[src/rtl/desalojo_pkg.sv]
// Shared types and constants for the desalojo_lru victim selector.
package desalojo_pkg;

  typedef enum logic [1:0] {
    IDLE   = 2'd0,
    LOOKUP = 2'd1,
    RESP   = 2'd2
  } state_t;

  localparam int MODE_LRU  = 0;
  localparam int MODE_FIFO = 1;

endpackage

[src/rtl/desalojo_age_update.sv]
// Promotes one way of a set to MRU; every way younger than its old age ages by one.
module desalojo_age_update
  import desalojo_pkg::*;
#(
  parameter  int WAYS  = 4,
  localparam int WAY_W = $clog2(WAYS)
) (
  input  logic [WAYS-1:0][WAY_W-1:0] age,
  input  logic [WAY_W-1:0]           way,
  output logic [WAYS-1:0][WAY_W-1:0] age_new
);

  logic [WAY_W-1:0] old_age;

  assign old_age = age[way];

  for (genvar i = 0; i < WAYS; i++) begin : g_way
    assign age_new[i] = (WAY_W'(i) == way) ? '0 :
                        (age[i] < old_age) ? age[i] + WAY_W'(1) : age[i];
  end

endmodule

[src/rtl/desalojo_lru.sv]
// Per-set victim selector (true LRU or FIFO) with request/offer handshake.
module desalojo_lru
  import desalojo_pkg::*;
#(
  parameter  int WAYS  = 4,
  parameter  int SETS  = 16,
  parameter  int MODE  = MODE_LRU,
  localparam int WAY_W = $clog2(WAYS),
  localparam int SET_W = $clog2(SETS)
) (
  input  logic             clk,
  input  logic             rst,
  input  logic             acc_valid,
  input  logic [SET_W-1:0] acc_set,
  input  logic [WAY_W-1:0] acc_way,
  input  logic             inv_valid,
  input  logic [SET_W-1:0] inv_set,
  input  logic [WAY_W-1:0] inv_way,
  input  logic             req_valid,
  output logic             req_ready,
  input  logic [SET_W-1:0] req_set,
  output logic             vic_valid,
  output logic [WAY_W-1:0] vic_way,
  output logic             vic_empty,
  input  logic             vic_ready
);

  logic [WAYS-1:0]            set_valid [SETS];
  logic [WAYS-1:0][WAY_W-1:0] set_age   [SETS];
  logic [WAY_W-1:0]           set_ptr   [SETS];

  state_t           state;
  logic [SET_W-1:0] set_q;
  logic             settle;

  logic [WAYS-1:0]            q_valid;
  logic [WAYS-1:0][WAY_W-1:0] q_age;
  logic [WAY_W-1:0]           q_ptr;
  logic [WAY_W-1:0]           sel_way;
  logic                       sel_empty;
  logic                       commit;
  logic [WAYS-1:0][WAY_W-1:0] age_commit;
  logic [WAYS-1:0][WAY_W-1:0] age_acc;
  logic [WAYS-1:0]            acc_line_valid;

  assign q_valid        = set_valid[set_q];
  assign q_age          = set_age[set_q];
  assign q_ptr          = set_ptr[set_q];
  assign commit         = (state == RESP) && vic_ready;
  assign acc_line_valid = set_valid[acc_set];

  // Lowest invalid way wins; otherwise the policy picks among full ways.
  always_comb begin
    sel_way   = '0;
    sel_empty = 1'b0;
    for (int w = WAYS - 1; w >= 0; w--) begin
      if (!q_valid[WAY_W'(w)]) begin
        sel_way   = WAY_W'(w);
        sel_empty = 1'b1;
      end
    end
    if (!sel_empty) begin
      if (MODE == MODE_FIFO) begin
        sel_way = q_ptr;
      end else begin
        for (int w = 0; w < WAYS; w++) begin
          if (q_age[WAY_W'(w)] == WAY_W'(WAYS - 1)) sel_way = WAY_W'(w);
        end
      end
    end
  end

  desalojo_age_update #(.WAYS(WAYS)) u_age_commit (
    .age     (q_age),
    .way     (vic_way),
    .age_new (age_commit)
  );

  desalojo_age_update #(.WAYS(WAYS)) u_age_acc (
    .age     (set_age[acc_set]),
    .way     (acc_way),
    .age_new (age_acc)
  );

  // LOOKUP spends one settle cycle before registering the victim, so the
  // offer appears two edges after acceptance.
  always_ff @(posedge clk or posedge rst) begin
    if (rst) begin
      state     <= IDLE;
      req_ready <= 1'b0;
      vic_valid <= 1'b0;
      vic_way   <= '0;
      vic_empty <= 1'b0;
      set_q     <= '0;
      settle    <= 1'b0;
    end else begin
      case (state)
        IDLE: begin
          req_ready <= 1'b1;
          if (req_valid && req_ready) begin
            set_q     <= req_set;
            settle    <= 1'b1;
            req_ready <= 1'b0;
            state     <= LOOKUP;
          end
        end
        LOOKUP: begin
          if (settle) begin
            settle <= 1'b0;
          end else begin
            vic_way   <= sel_way;
            vic_empty <= sel_empty;
            vic_valid <= 1'b1;
            state     <= RESP;
          end
        end
        RESP: begin
          if (vic_ready) begin
            vic_valid <= 1'b0;
            req_ready <= 1'b1;
            state     <= IDLE;
          end
        end
        default: state <= IDLE;
      endcase
    end
  end

  // Per-set update: inv beats commit beats acc within one set.
  always_ff @(posedge clk or posedge rst) begin
    if (rst) begin
      for (int s = 0; s < SETS; s++) begin
        set_valid[SET_W'(s)] <= '0;
        set_ptr[SET_W'(s)]   <= '0;
        for (int w = 0; w < WAYS; w++) set_age[SET_W'(s)][WAY_W'(w)] <= WAY_W'(w);
      end
    end else begin
      for (int s = 0; s < SETS; s++) begin
        if (inv_valid && inv_set == SET_W'(s)) begin
          set_valid[SET_W'(s)][inv_way] <= 1'b0;
        end else if (commit && set_q == SET_W'(s)) begin
          set_valid[SET_W'(s)][vic_way] <= 1'b1;
          set_age[SET_W'(s)]            <= age_commit;
          if (MODE == MODE_FIFO && !vic_empty)
            set_ptr[SET_W'(s)] <= set_ptr[SET_W'(s)] + WAY_W'(1);
        end else if (acc_valid && acc_set == SET_W'(s) && acc_line_valid[acc_way]) begin
          set_age[SET_W'(s)] <= age_acc;
        end
      end
    end
  end

endmodule

[config.mk]
export PLATFORM = sky130hd
export DESIGN_NAME = desalojo_lru
export DESIGN_NICKNAME = d
export VERILOG_FILES = /design/src/rtl/desalojo_pkg.sv /design/src/rtl/desalojo_age_update.sv /design/src/rtl/desalojo_lru.sv
export SDC_FILE = /design/constraint.sdc
export NUM_CORES = 1
export LEC_CHECK = 0
export BUFFER_PORTS_ARGS = -buffer_cell sky130_fd_sc_hd__buf_2
export CAP_MARGIN = 20
export CORE_MARGIN = 2
export CORE_UTILIZATION = 45
export CTS_CLUSTER_SIZE = 25
export DETAILED_ROUTE_END_ITERATION = 12
export PLACE_DENSITY = 0.71
export RECOVER_POWER = 50
export SYNTH_ARGS = -nofsm -noshare
export SYNTH_HDL_FRONTEND = slang
export SYNTH_SLANG_ARGS = --single-unit
export TNS_END_PERCENT = 10
[constraint.sdc]
create_clock -name clk -period 1.9 [get_ports clk]
set_input_delay 0.19 -clock clk [delete_from_list [all_inputs] [get_ports clk]]
set_output_delay 0.19 -clock clk [all_outputs]
set_load 0.02 [all_outputs]
* Word level (Yosys, flattened, before mapping)
Cells that the tools add are included.
W data, S select, Z words.
** Word-level totals
- Bits in registers :: 108
- Input port bits :: 22
- Output and inout bits :: 5
- Word-level logic and storage cells :: 305
** Operators by class
- Add/sub/neg operators :: 8
- Magnitude comparators :: 15
- Equal/unequal tests :: 34
- Multiplexer cells :: 89
- Bitwise operators :: 29
- Reductions and logical operators :: 83
** Operators by type and width (number)
- $mux W8 :: 20
- $mux W4 :: 18
- $bmux W8 S4 :: 2
- $mux W2 :: 28
- $eq A4 B3 Y1 const B :: 12
- $reduce_bool A2 Y1 :: 19
- $logic_and A1 B1 Y1 :: 36
- $and A4 B4 Y4 :: 8
- $bmux W4 S4 :: 2
- $or A4 B4 Y4 :: 8
- $reduce_and A3 Y1 :: 10
- $eq A4 B2 Y1 const B :: 6
- $reduce_and A2 Y1 :: 12
- $add A2 B1 Y2 const B :: 8
- $lt A2 B2 Y1 :: 8
- $eq A4 B1 Y1 const B :: 3
- $logic_not A4 Y1 :: 3
- $ge A5 B5 Y1 const B :: 2
- $mux W1 :: 10
- $not A1 Y1 :: 10
- $not A4 Y5 :: 2
- $lt A2 B3 Y1 const B :: 3
- $bmux W2 S2 :: 2
- $eq A2 B2 Y1 const A :: 4
- other kinds (11) :: 22

* Longest topological paths before layout
- Depth in word-level cells :: 11
- Depth in mapped cells :: 5

* Worst setup path after synthesis
OpenSTA, ideal clock, no wires.
- Path kind :: register -> register
- Start :: register set_q[1]
- End :: register vic_way[0]
- Data arrival time :: 1.292 ns
- Slack :: 0.487 ns
- Stages on the path, launching flop included :: 5
- Path through :: dfrtp_1 > buf_6 > mux2_4 > or3_1 > a32o_1
** On the way
- Word-level cells in the longest chain between the ends :: 8
- Elaborated cells on any way between the ends :: 14
- Classes of those cells :: eq/ne: 2; mux: 11; bitwise: 1
** RTL lines
- start: declaration :: line desalojo_lru.sv:33 : logic [SET_W-1:0] set_q;
- start signal: assignment :: line desalojo_lru.sv:101 : set_q <= req_set;
- $not A4 Y5 *
- $bmux W8 S4 / $bmux W4 S4 (equally long branches) :: line desalojo_lru.sv:47, desalojo_lru.sv:46
- $mux W8 (implied by the code) / $mux W2 (equally long branches) (2 in a row) :: line desalojo_lru.sv:47, desalojo_lru.sv:46
- $eq A2 B2 Y1 / $mux W2 (equally long branches) :: line desalojo_lru.sv:67, desalojo_lru.sv:57
- $mux W2 (2 in a row) :: line desalojo_lru.sv:67 : if (q_age[WAY_W'(w)] == WAY_W'(WAYS - 1)) sel_way = WAY_W'(w);
- $mux W2 * :: line desalojo_lru.sv:62 : if (!sel_empty) begin
- end signal: assignment :: line desalojo_lru.sv:111 : vic_way <= sel_way;
- end: declaration :: line desalojo_lru.sv:23 : output logic [WAY_W-1:0] vic_way,
Mark *: on every way between the ends. The rest lies on a longest branch, timed or not. The select of a mux whose other input is x is not followed.
A chain may end at the register's enable or synchronous reset.

* Worst setup path after layout
Ends and elaborated chain as after synthesis.

==> summary.txt <==
Finish
  • Area Growth Syn to Fin: 13.5%
  • Share of cells above drive strength 1: 0.222
  • Number of diodes: 0
  • Layout Cells excl Fill: 144
  • Fillcell total: 187
  • Final instance area: 1110 um2
  • Net count, final: between 100 and 150
  • Finished Core Util: 0.556

Clocking
  • Clock sinks: 19
  • Cts-stage hold buffer count: 0
  • CTS Buffer Depth: 2
  • H-tree depth: 1
  • CTS Buf Count: 3
  • Post-CTS sizing: 0
  • Postcts setup bufs: 0
  • Clock latency on the worst-skew pair: 0.28 ns
  • Root buf cell: clkbuf_4
  • Clk slew on worst S/H paths: roughly 0.1 ns
  • CTS tree: done

Timing
  • Slew Limit Fails: 0
  • TNS Setup: 0 ns
  • # setup viols final: 0
  • Final hold viol count: 0
  • PnR worst setup slack: roughly 0.36 ns
  • Unrepaired setup endpoints after global routing: false
  • Slew of the pin with the lowest slew margin: 0.704 ns
  • Tcrit/Tclk final: 0.813
  • Worst hold margin: 0.00304 ns
  • FMAX: 647 MHz
  • Fin crit period: 1.54 ns
  • Worst Clk Skew: 0.00374 ns
  • Max-slew headroom: 0.530

Floorplan
  • Die Area: 2570 um2
  • Row cnt: 16
  • Horiz. Die Dim: 50.7 um
  • # IOs: 27
  • Vert. Die Dim: 50.7 um
  • Core Area: 2000 um2
  • Starting Density: 0.489

Placed design
  • Cell Area, Placed: 1090 um2
  • Port Buf Inserts: 18
  • Final weighted congestion in routability-driven placement: between 0.7 and 0.8
  • Placed Cells incl. Taps: 140
  • Dpl ws: around 0.37 ns
  • DP HPWL: 1480 um

Pwr
  • Final Power: about 1.5 mW
  • Lkg Pwr: 0.512 nW
  • PD cells: about 1300 nW/um2
  • Worst vdd ir: 0.575 mV

Global route
  • Initial antenna violation count: 0
  • Pin count of the biggest net entering global routing: 20
  • Gr ovfl total: 0
  • Aggregate global-route resource usage: 0.166
  • First-pass GRT wire length: 3220 um
  • Vias in the first global route: about 730

Critical path
  • Startpoint types: register
  • Crit. End Element: register
  • Worst path required time: 2.07 ns
  • Critical path arrival: 1.72 ns
  • Worst reg2reg path depth: 3
  • Critical path class: register to register
  • Crit Path Max Fanout: 10

Synth
  • Area share of the largest cell type after synthesis: 0.485
  • Post-Syn Instances: 97
  • Area contributors post-synth: dfrtp_1 49%, a21oi_1 8.2%, a31oi_1 5.1%
  • Netlist Area Pre-Place: a little under 1000 um2
  • Ys flop type: dfrtp_1
  • Register area share after synthesis: 0.485
  • Avg Cell Area, Syn: 10.1 um2
  • Cell with the most instances after synthesis: dfrtp_1
  • Synth top cells by count: 19 x dfrtp_1, 16 x a21oi_1, 8 x a31oi_1
  • Post-synth EDFFs: 0
  • Async S/R FF share, synth: 1.00
  • Yosys top cell by area: dfrtp_1
  • Synth unique cells: 33
  • Net count after synthesis: 119
  • #FFs+latches synth: 19
  • Synth warn: 96

Routing
  • Vias post-DR: 809
  • Uppermost routed layer: met4
  • Routed met3 length: 140 um
  • DR iter-0 viols: 23
  • WL met2: 1010 um
  • Drt via density: about 5.6
  • Post-DRT Antenna Nets: 0
  • Router iterations before antenna repair: 4
  • DRT met1 WL: approximately 770 um
  • WL final: 1930 um
  • DRC errors left: 0
  • Wire per inst: between 10 and 15 um

Job
  • Max-cap violations: 0

Min path
  • Kind of path behind the tightest hold check: primary input to async pin

Run status
  • Outcome: completed
[layer usage]
layer  vias to the layer above  global-route usage
li1                        392                   -
met1                       387               0.218
met2                        27               0.272
met3                         3              0.0387
met4                         0              0.0541
met5                         -                   0
[final timing paths]
| path | from | end | slack, ns |
|---|---|---|---|
| worst max-delay path | set_q[1]$_DFFE_PP0P_ | vic_way[0]$_DFFE_PP0P_ | 0.36 |
| worst min-delay path | rst | settle$_DFFE_PP0P_ | 0.003 |
| worst max register to register | set_q[1]$_DFFE_PP0P_ | vic_way[0]$_DFFE_PP0P_ | 0.36 |
| worst min register to register | vic_empty$_DFFE_PP0P_ | vic_empty$_DFFE_PP0P_ | 0.48 |
| max in group asynchronous | rst | set_valid[44]$_DFFE_PP0P_ | 1.45 |
| min in group clk | vic_ready | state[1]$_DFFE_PP0P_ | 0.12 |
[critical path, cell delays in order (launching register included)]
cell     delay (ns)
dfrtp_1        0.56
mux2_4         0.33
or3_1          0.30
a32o_1         0.25
[power by group]
group          total [mW]  switching [mW]  leakage (nW)  internal [mW]
Sequential          0.738           0.179         0.233          0.560
Combinational       0.520           0.255         0.263          0.265
Clock               0.192           0.111        0.0150         0.0813
[state kept, by name, indices dropped and copies added, names as in the netlist]
signal     flops
set_valid      8
set_q          4
req_ready      1
state          2
vic_valid      1
settle         1
vic_way        1
vic_empty      1
[logic make-up after synthesis]
logic type	Yosys count	share of synthesized area
AO/OA/AOI/OAI	32	0.199
other	1	0.00383
multiplexers	6	0.0702
buffers and inverters	9	0.0472
AND/OR/NAND/NOR	30	0.194
flip-flops	19	0.485
[final cells by class]
type                    count  area [um2]  area share
flip-flops and latches     19         475       0.427
clock buffers               4        26.3      0.0236
well taps                  27        33.8      0.0304
multi-input cells          69         458       0.412
repair buffers             19        96.3      0.0866
inverters                   6        22.5      0.0202
[cell usage in the layout (no fill, tap or decap), drive strengths merged]
| master | count |
|---|---|
| nor2 | 7 |
| nor2b | 3 |
| and3 | 1 |
| a32o | 1 |
| nand2b | 3 |
| o31ai | 1 |
| dfrtp | 19 |
| a31o | 2 |
| and3b | 1 |
| clkbuf | 5 |
| or2 | 1 |
| or2b | 1 |
| a311oi | 1 |
| nand2 | 5 |
| nor4bb | 1 |
| nor3b | 2 |
| o21ai | 1 |
| or3 | 1 |
| nor4b | 2 |
| buf | 18 |
| inv | 6 |
| a21o | 1 |
| a2111oi | 1 |
| mux2i | 2 |
| conb | 1 |
| a21oi | 16 |
| mux2 | 4 |
| a31oi | 8 |
| and2 | 2 |
No activity file was read; power rests on OpenSTA's default activity.
